==> src/rtl/trap_sequencer.sv <==
// trap_sequencer: owns the single csr_file port during trap entry and mret
// return, and passes pipeline CSR accesses through while idle.
module trap_sequencer #(
    parameter bit         VECTORED_EN = 1'b1,
    parameter logic [2:0] IRQ_MASK    = 3'b111   // {ext, timer, soft}
) (
    input  logic        ctrl_clk,
    input  logic        ctrl_reset_n,
    // pipeline CSR port
    input  logic        inst_csr_req,
    input  logic [11:0] inst_csr_addr,
    input  logic [31:0] inst_csr_wdata,
    input  logic        inst_csr_wen,
    output logic        inst_csr_ready,
    output logic [31:0] inst_csr_rdata,
    // trap / return requests
    input  logic        exc_valid,
    input  logic [3:0]  exc_cause,
    input  logic [31:0] exc_pc,
    input  logic [31:0] exc_tval,
    input  logic        mret_valid,
    input  logic        irq_ext,
    input  logic        irq_timer,
    input  logic        irq_soft,
    input  logic [31:0] irq_pc,
    output logic        trap_ack,
    // csr_file port
    output logic [11:0] csr_addr,
    output logic [31:0] csr_wdata,
    output logic        csr_wen,
    input  logic [31:0] csr_rdata,
    input  logic        csr_mie,
    // fetch redirect
    output logic        redirect_valid,
    output logic [31:0] redirect_pc,
    output logic        busy
);

    localparam logic [11:0] A_MSTATUS = 12'h300;
    localparam logic [11:0] A_MTVEC   = 12'h305;
    localparam logic [11:0] A_MEPC    = 12'h341;
    localparam logic [11:0] A_MCAUSE  = 12'h342;
    localparam logic [11:0] A_MTVAL   = 12'h343;

    typedef enum logic [3:0] {
        IDLE, W_EPC, W_CAUSE, W_TVAL, W_STAT, R_TVEC, M_STAT, M_EPC, REDIR
    } state_t;

    state_t      state, state_n;
    logic        is_irq_q;
    logic [3:0]  cause_q;
    logic [31:0] pc_q, tval_q, target_q;

    logic [2:0]  irq_masked;
    logic [3:0]  irq_cause;
    logic        take_exc, take_mret, take_irq, accept;
    logic [31:0] tvec_base, tvec_target;

    assign inst_csr_rdata = csr_rdata;
    assign redirect_pc    = target_q;
    assign busy           = (state != IDLE);

    // Acceptance decode: exception beats mret beats interrupt; ext > soft > timer.
    always_comb begin
        irq_masked = {irq_ext, irq_timer, irq_soft} & IRQ_MASK;
        irq_cause  = irq_masked[2] ? 4'd11 : (irq_masked[0] ? 4'd3 : 4'd7);
        take_exc   = ctrl_reset_n && (state == IDLE) && exc_valid;
        take_mret  = ctrl_reset_n && (state == IDLE) && !exc_valid && mret_valid;
        take_irq   = ctrl_reset_n && (state == IDLE) && !exc_valid && !mret_valid
                     && csr_mie && (|irq_masked);
        accept     = take_exc || take_mret || take_irq;
    end

    // Trap vector: vectored mode only applies to interrupts; wraps mod 2^32.
    always_comb begin
        tvec_base   = csr_rdata & ~32'h3;
        tvec_target = tvec_base;
        if (VECTORED_EN && (csr_rdata[1:0] == 2'b01) && is_irq_q)
            tvec_target = tvec_base + {26'b0, cause_q, 2'b00};
    end

    // Next state and csr_file port drive; one CSR operation per sequence state.
    always_comb begin
        state_n        = state;
        inst_csr_ready = 1'b0;
        csr_addr       = 12'h000;
        csr_wdata      = 32'h0;
        csr_wen        = 1'b0;
        trap_ack       = 1'b0;
        redirect_valid = 1'b0;
        case (state)
            IDLE: begin
                if (accept) begin
                    // the accepting cycle blocks the pipeline's access entirely
                    trap_ack = 1'b1;
                    state_n  = take_mret ? M_STAT : W_EPC;
                end else begin
                    csr_addr       = inst_csr_addr;
                    csr_wdata      = inst_csr_wdata;
                    csr_wen        = ctrl_reset_n && inst_csr_req && inst_csr_wen;
                    inst_csr_ready = ctrl_reset_n && inst_csr_req;
                end
            end
            W_EPC: begin
                csr_addr  = A_MEPC;
                csr_wdata = {pc_q[31:2], 2'b00};
                csr_wen   = 1'b1;
                state_n   = W_CAUSE;
            end
            W_CAUSE: begin
                csr_addr  = A_MCAUSE;
                csr_wdata = {is_irq_q, 27'b0, cause_q};
                csr_wen   = 1'b1;
                state_n   = W_TVAL;
            end
            W_TVAL: begin
                csr_addr  = A_MTVAL;
                csr_wdata = tval_q;
                csr_wen   = 1'b1;
                state_n   = W_STAT;
            end
            W_STAT: begin
                // MPIE <= MIE, MIE <= 0
                csr_addr  = A_MSTATUS;
                csr_wdata = {csr_rdata[31:8], csr_rdata[3], csr_rdata[6:4], 1'b0, csr_rdata[2:0]};
                csr_wen   = 1'b1;
                state_n   = R_TVEC;
            end
            R_TVEC: begin
                csr_addr = A_MTVEC;
                state_n  = REDIR;
            end
            M_STAT: begin
                // MIE <= MPIE, MPIE <= 1
                csr_addr  = A_MSTATUS;
                csr_wdata = {csr_rdata[31:8], 1'b1, csr_rdata[6:4], csr_rdata[7], csr_rdata[2:0]};
                csr_wen   = 1'b1;
                state_n   = M_EPC;
            end
            M_EPC: begin
                csr_addr = A_MEPC;
                state_n  = REDIR;
            end
            REDIR: begin
                redirect_valid = 1'b1;
                state_n        = IDLE;
            end
            default: state_n = IDLE;
        endcase
    end

    // State register.
    always_ff @(posedge ctrl_clk or negedge ctrl_reset_n) begin
        if (!ctrl_reset_n) state <= IDLE;
        else               state <= state_n;
    end

    // Latch trap context on acceptance; capture the jump target from csr_file.
    always_ff @(posedge ctrl_clk or negedge ctrl_reset_n) begin
        if (!ctrl_reset_n) begin
            is_irq_q <= 1'b0;
            cause_q  <= 4'h0;
            pc_q     <= 32'h0;
            tval_q   <= 32'h0;
            target_q <= 32'h0;
        end else begin
            if (take_exc) begin
                is_irq_q <= 1'b0;
                cause_q  <= exc_cause;
                pc_q     <= exc_pc;
                tval_q   <= exc_tval;
            end else if (take_irq) begin
                is_irq_q <= 1'b1;
                cause_q  <= irq_cause;
                pc_q     <= irq_pc;
                tval_q   <= 32'h0;
            end
            if (state == R_TVEC) target_q <= tvec_target;
            if (state == M_EPC)  target_q <= csr_rdata;
        end
    end

endmodule
==> config.mk <==
export PLATFORM = sky130hd
export DESIGN_NAME = trap_sequencer
export DESIGN_NICKNAME = d
export VERILOG_FILES = /design/src/rtl/trap_sequencer.sv
export SDC_FILE = /design/constraint.sdc
export NUM_CORES = 1
export LEC_CHECK = 0
export BUFFER_PORTS_ARGS = -buffer_cell sky130_fd_sc_hd__buf_2
export CORE_MARGIN = 3
export CORE_UTILIZATION = 45
export CTS_BUF_LIST = sky130_fd_sc_hd__clkbuf_8
export CTS_CLUSTER_SIZE = 14
export DETAILED_ROUTE_END_ITERATION = 12
export GPL_ROUTABILITY_DRIVEN = 1
export PLACE_DENSITY = 0.79
export SYNTH_ARGS = -nofsm -noshare
export SYNTH_HDL_FRONTEND = slang
export SYNTH_SLANG_ARGS = --single-unit
==> constraint.sdc <==
create_clock -name ctrl_clk -period 3.19 [get_ports ctrl_clk]
set_input_delay 0.7975 -clock ctrl_clk [delete_from_list [all_inputs] [get_ports ctrl_clk]]
set_output_delay 0.7975 -clock ctrl_clk [all_outputs]
set_load 0.03 [all_outputs]
; After elaboration in Yosys (flattened, before gate mapping)
; Cells that the tools add are included.
[totals]
word_cells = 67
reg_bits = 105
inputBits = 186
[op_classes]
n_reduce_logical = 23
add_sub_neg = 1
eq_ne = 10
muxes = 27
[op_table]
columns = operator, count
row1 = two-way mux 32 bit, 8
row2 = case mux 32 bit (6 select lines), 1
row3 = case mux 12 bit (6 select lines), 1
row4 = adder 32 x 6 -> 32 bit, 1
row5 = case mux 4 bit (7 select lines), 1
row6 = == test 4 x 3 -> 1 bit (second input constant), 4
row7 = two-way mux 4 bit, 4
row8 = two-way mux 12 bit, 1
row9 = logical AND 1 bit, 10
row10 = == test 4 x 2 -> 1 bit (second input constant), 2
row11 = two-way mux 1 bit, 8
row12 = two-way mux 3 bit, 2
row13 = OR reduction 2 bit, 3
row14 = OR reduction 5 bit, 1
row15 = == test 4 x 1 -> 1 bit (second input constant), 1
row16 = == test 4 bit (second input constant), 1
row17 = logical NOT 4 bit, 1
row18 = nonzero test 2 bit, 2
row19 = nonzero test 4 bit, 1
row20 = OR reduction 3 bit, 1
row21 = == test 2 x 1 -> 1 bit (second input constant), 1
row22 = logical NOT 1 bit, 2
row23 = logical OR 1 bit, 2
row24 = inequality test 2 bit (second input constant), 1
row25 = case mux 1 bit (2 select lines), 1

; Longest topological paths before layout
[depth]
word_depth = 9
depth_mapped = 8

; Worst setup path after synthesis
; Ideal clock, no wire load.
[synth_timing]
path_kind = input to output
start = input irq_timer
end = output csr_wen
arrival_ps = 2416
required_time_ps = 2393
n_path_buf = 0
stages = 5
setup_slack_ps = -23
path_cell_list = o31ai_1 nand2_1 a21oi_1 and3_1 a22o_1
[synth_between]
elab_chain_cells = 5
[synth_lines]
columns = item, line
row1 = from (decl), 23  ; input logic irq_timer,
row2 = OR reduction 3 bit, 70  ; && csr_mie && (|irq_masked);
row3 = logical AND 1 bit, 70
row4 = logical OR 1 bit, 71  ; accept = take_exc || take_mret || take_irq;
row5 = two-way mux 1 bit, 93  ; if (accept) begin
row6 = case mux 1 bit (2 select lines), 91  ; case (state)
row7 = to (decl), 30  ; output logic csr_wen,
; No other way between the ends.

; Worst setup path in the final report
[layout_timing]
start = register state[1]
end = output csr_addr[2]
[layout_between]
elab_chain_cells = 9
[layout_lines]
columns = item, line
row1 = from (decl), 49  ; state_t state, state_n;
row2 = from (signal assigned), 155  ; else state <= state_n;
row3 = logical NOT 4 bit, --
row4 = logical AND 1 bit, "67, 68, 69"
row5 = logical AND 1 bit, "68, 69"
row6 = logical AND 1 bit, 69  ; take_irq = ctrl_reset_n && (state == IDLE) && !exc_valid && !mret_valid
row7 = logical AND 1 bit (2 in a row), 70
row8 = logical OR 1 bit, 71
row9 = two-way mux 12 bit, 93
row10 = case mux 12 bit (6 select lines) *, 91
row11 = to (decl), 28  ; output logic [11:0] csr_addr,
; Mark *: on every way between the ends. The rest lies on a longest branch, timed or not.

==> summary.txt <==
Clocking
  • Cell at the root of the clock tree: sky130_fd_sc_hd__clkbuf_8
  • CTS tree: built
  • Inserted Clock Buffers: 9
  • H-tree depth reported by CTS: 3
  • Buffers from clock root to sink, at most: 2
  • Register clock-pin slew on the reported worst setup and hold paths: 0.09 ns
  • Worst-Skew Late Latency: 0.38 ns
  • Setup Fix Bufs, Post-CTS: 0
  • Clk sinks: 103

Place
  • Cell count after placement: 1161
  • DP Worst Slack: 0.1238 ns
  • Estimated wirelength of the detail-placed design: around 16000 um
  • Placement Cell Area: 0.007584 mm^2
  • Port Buf Inserts: a little under 300
  • Final GP Congestion: 0.8988

Finish
  • Layout fillers: 1177
  • Layout cell share with drive strength beyond 1: 0.3556
  • Post-route core utilization: 0.6052
  • Post-Layout Inst Area: 0.007792 mm^2
  • Layout Cells excl Fill: 1176
  • Antenna Diode Count: 0
  • Synthesis-to-finish area growth: 29.18%
  • Net count reported at finish: 1191

Power and ir drop
  • Power per unit of standard cell area: 947.7 mW/mm^2
  • Maximum vdd ir drop: ~0.53 mV
  • Power consumption: 7.385 mW
  • Leakage: 4.058 nW

Setup path
  • Data arrival at the endpoint of the critical path: 2.26 ns
  • Endpoint required time on the critical path: 2.39 ns
  • Type of element launching the critical path: register
  • Category of the most critical setup path: register to primary output
  • Critical-path maximum fanout: 11
  • Worst Setup End Kind: primary output

Die
  • I/O pin count: 299
  • Area of the core region: around 0.013 mm^2
  • Die Height: around 120 um
  • Initial Utilization: 0.4685
  • FP Rows: 41
  • Horizontal die dimension: ~120 um
  • Area of the die: roughly 0.015 mm^2

Route
  • DRC Markers: 0
  • DR vias/cell: around 5.6
  • Routed Wire Length: 20960 um
  • Count of nets left with antenna violations after detail routing: 0
  • Number of iterations in the first detailed-routing pass: 8
  • Total vias in the final route: 6625
  • Wire per inst: 17.82 um
  • Violation count after the first detailed-route iteration: 791

Timing
  • Final hold violation count: 0
  • Number of pins exceeding their max-slew limit in the final report: 0
  • Transition at the pin with the smallest max-transition slack: 0.6576 ns
  • Time the final worst path needs with I/O delays and setup: 3.059 ns
  • Worst setup skew after layout: roughly 0.0064 ns
  • Timing-limited maximum frequency: ~0.33 GHz
  • Setup repair after global routing missed its margin: no
  • Setup ws final: 0.1315 ns
  • Setup TNS: 0 ns
  • Final period utilization: 0.9588
  • Post-Route Hold Slack: 0.4177 ns
  • Worst slew margin relative to its limit: 0.5616
  • Number of failing setup endpoints in the final timing report: 0

Synth
  • Most instantiated library cell after synthesis: sky130_fd_sc_hd__nand2_1
  • Average footprint of a synthesized cell: 8.064 um^2
  • Portion of the post-synthesis area used by sequential elements: 0.4273
  • Proportion of synthesized flip-flops having asynchronous set or reset: 1.000
  • Top post-synthesis cells by count: sky130_fd_sc_hd__nand2_1 (224), sky130_fd_sc_hd__dfrtp_1 (103), sky130_fd_sc_hd__nor2_1 (54)
  • Fraction of synthesized cell area taken by the top area cell type: 0.4273
  • Number of enable flip-flop cells after synthesis: 0
  • Synthesized netlist net count: ~940
  • Main area contributors after synthesis: sky130_fd_sc_hd__dfrtp_1 (43%), sky130_fd_sc_hd__nand2_1 (14%), sky130_fd_sc_hd__a222oi_1 (4.5%), sky130_fd_sc_hd__buf_4 (4.0%), sky130_fd_sc_hd__a31oi_1 (3.8%)
  • Warnings, synthesis: 0
  • Number of synthesized register bits: between 100 and 150
  • Count of cell types in the netlist: 52
  • Primary flip-flop cell chosen by synthesis mapping: sky130_fd_sc_hd__dfrtp_1
  • Netlist Area Pre-Place: 0.006032 mm^2
  • Yosys top cell by area: sky130_fd_sc_hd__dfrtp_1
  • Cell count after synthesis: 748

Global route
  • Via count of the first global-routing pass: slightly above 6k
  • Pin count of the biggest net entering global routing: 64
  • Global-route usage over all layers: 0.2784
  • Wire length of the first global-routing pass: 32110 um
  • GR Overflow Total: 0
  • Antenna violations before repair: 0

Hold path
  • Class of the most critical hold timing path: input port to async pin

Status
  • Run status: completed

Run
  • # Max-Cap Violations: 0
[layout make-up]
| class | count | area, um^2 | share of cell area |
|---|---|---|---|
| Tap cell | 172 | 215.2 | 0.02762 |
| Clock buffer | 11 | 151.4 | 0.01943 |
| Inverter | 8 | 30.03 | 0.003854 |
| Sequential cell | 103 | 2577 | 0.3308 |
| Timing Repair Buffer | 325 | 1757 | 0.2254 |
| Multi-Input combinational cell | 553 | 3015 | 0.3870 |
| Clock inverter | 4 | 46.29 | 0.005941 |
[flip-flops by register name, summed over array words and instances, names as in the netlist]
signal       flops
cause_q          4
is_irq_q         1
pc_q            30
redirect_pc     32
state            4
tval_q          32
[kinds of logic after synthesis]
group / synth area share
buf+inv: 0.07986
fa+ha+maj: 0.01328
xor+xnor: 0.03194
compound gates: 0.1550
simple gates: 0.2858
flops: 0.4273
mux: 0.006845
[worst max-delay path, stage by stage (launching register included)]
cell and delay, ns:
sky130_fd_sc_hd__dfrtp_1 0.39, sky130_fd_sc_hd__nor4_2 0.46, sky130_fd_sc_hd__inv_1 0.19, sky130_fd_sc_hd__a21oi_4 0.24
sky130_fd_sc_hd__buf_4 0.22, sky130_fd_sc_hd__nand2_1 0.06, sky130_fd_sc_hd__o21ai_0 0.08, sky130_fd_sc_hd__buf_2 0.24
[timing repair]
item | CTS | global route
hold buffers | 0 | 0
pin swaps | 0 | 0
endpoints found under the setup margin | 41 | 2
gates resized for setup | 1 | 1
[per-layer routing]
layer	vias up	routed length, um	share of wire	global-route usage
met3	36	2104	0.10	0.07567
met1	3136	8397	0.40	0.3633
met2	357	10070	0.48	0.4558
met5	-	0	0	0
li1	3096	-	-	-
met4	0	380	0.018	0.08123
[worst paths after layout]
path	from	to	slack [ns]	cells after the start
worst max-delay path	state[1]	csr_addr[2]	0.13	7
worst min-delay path	ctrl_reset_n	redirect_pc[2]	0.42	2
worst max register to register	cause_q[0]	redirect_pc[28]	0.84	7
worst min register to register	redirect_pc[23]	redirect_pc[23]	0.48	2
max in group asynchronous	ctrl_reset_n	pc_q[21]	2.12	2
min in group ctrl_clk	redirect_pc[23]	redirect_pc[23]	0.48	2
[placed cells by master (no fill, tap or decap), drive strengths merged, types with 3 or more instances in the layout]
cell / Yosys / routed
a21o: 5 / 5
a21oi: 11 / 11
a221o: 4 / 4
a222oi: 27 / 27
a22o: 3 / 3
a22oi: 5 / 5
a31oi: 37 / 37
and2: 9 / 9
and3: 5 / 5
and4: 5 / 5
buf: 37 / 325
clkbuf: 47 / 11
dfrtp: 103 / 103
ha: 4 / 4
inv: 8 / 9
mux2i: 3 / 3
nand2: 224 / 224
nand3: 37 / 37
nand4: 11 / 11
nor2: 54 / 54
nor3: 12 / 12
nor4: 7 / 7
o21ai: 33 / 33
o31ai: 4 / 4
or3: 7 / 7
or4: 3 / 3
xnor2: 18 / 18
xor2: 4 / 4
[power by group]
group	total [mW]	internal, mW	switching, mW
Sequential	2.35	1.96	0.392
Clock	0.849	0.398	0.451
Combinational	4.19	1.40	2.79
Total	7.38	3.75	3.63
(Power assumes the default switching activity.)
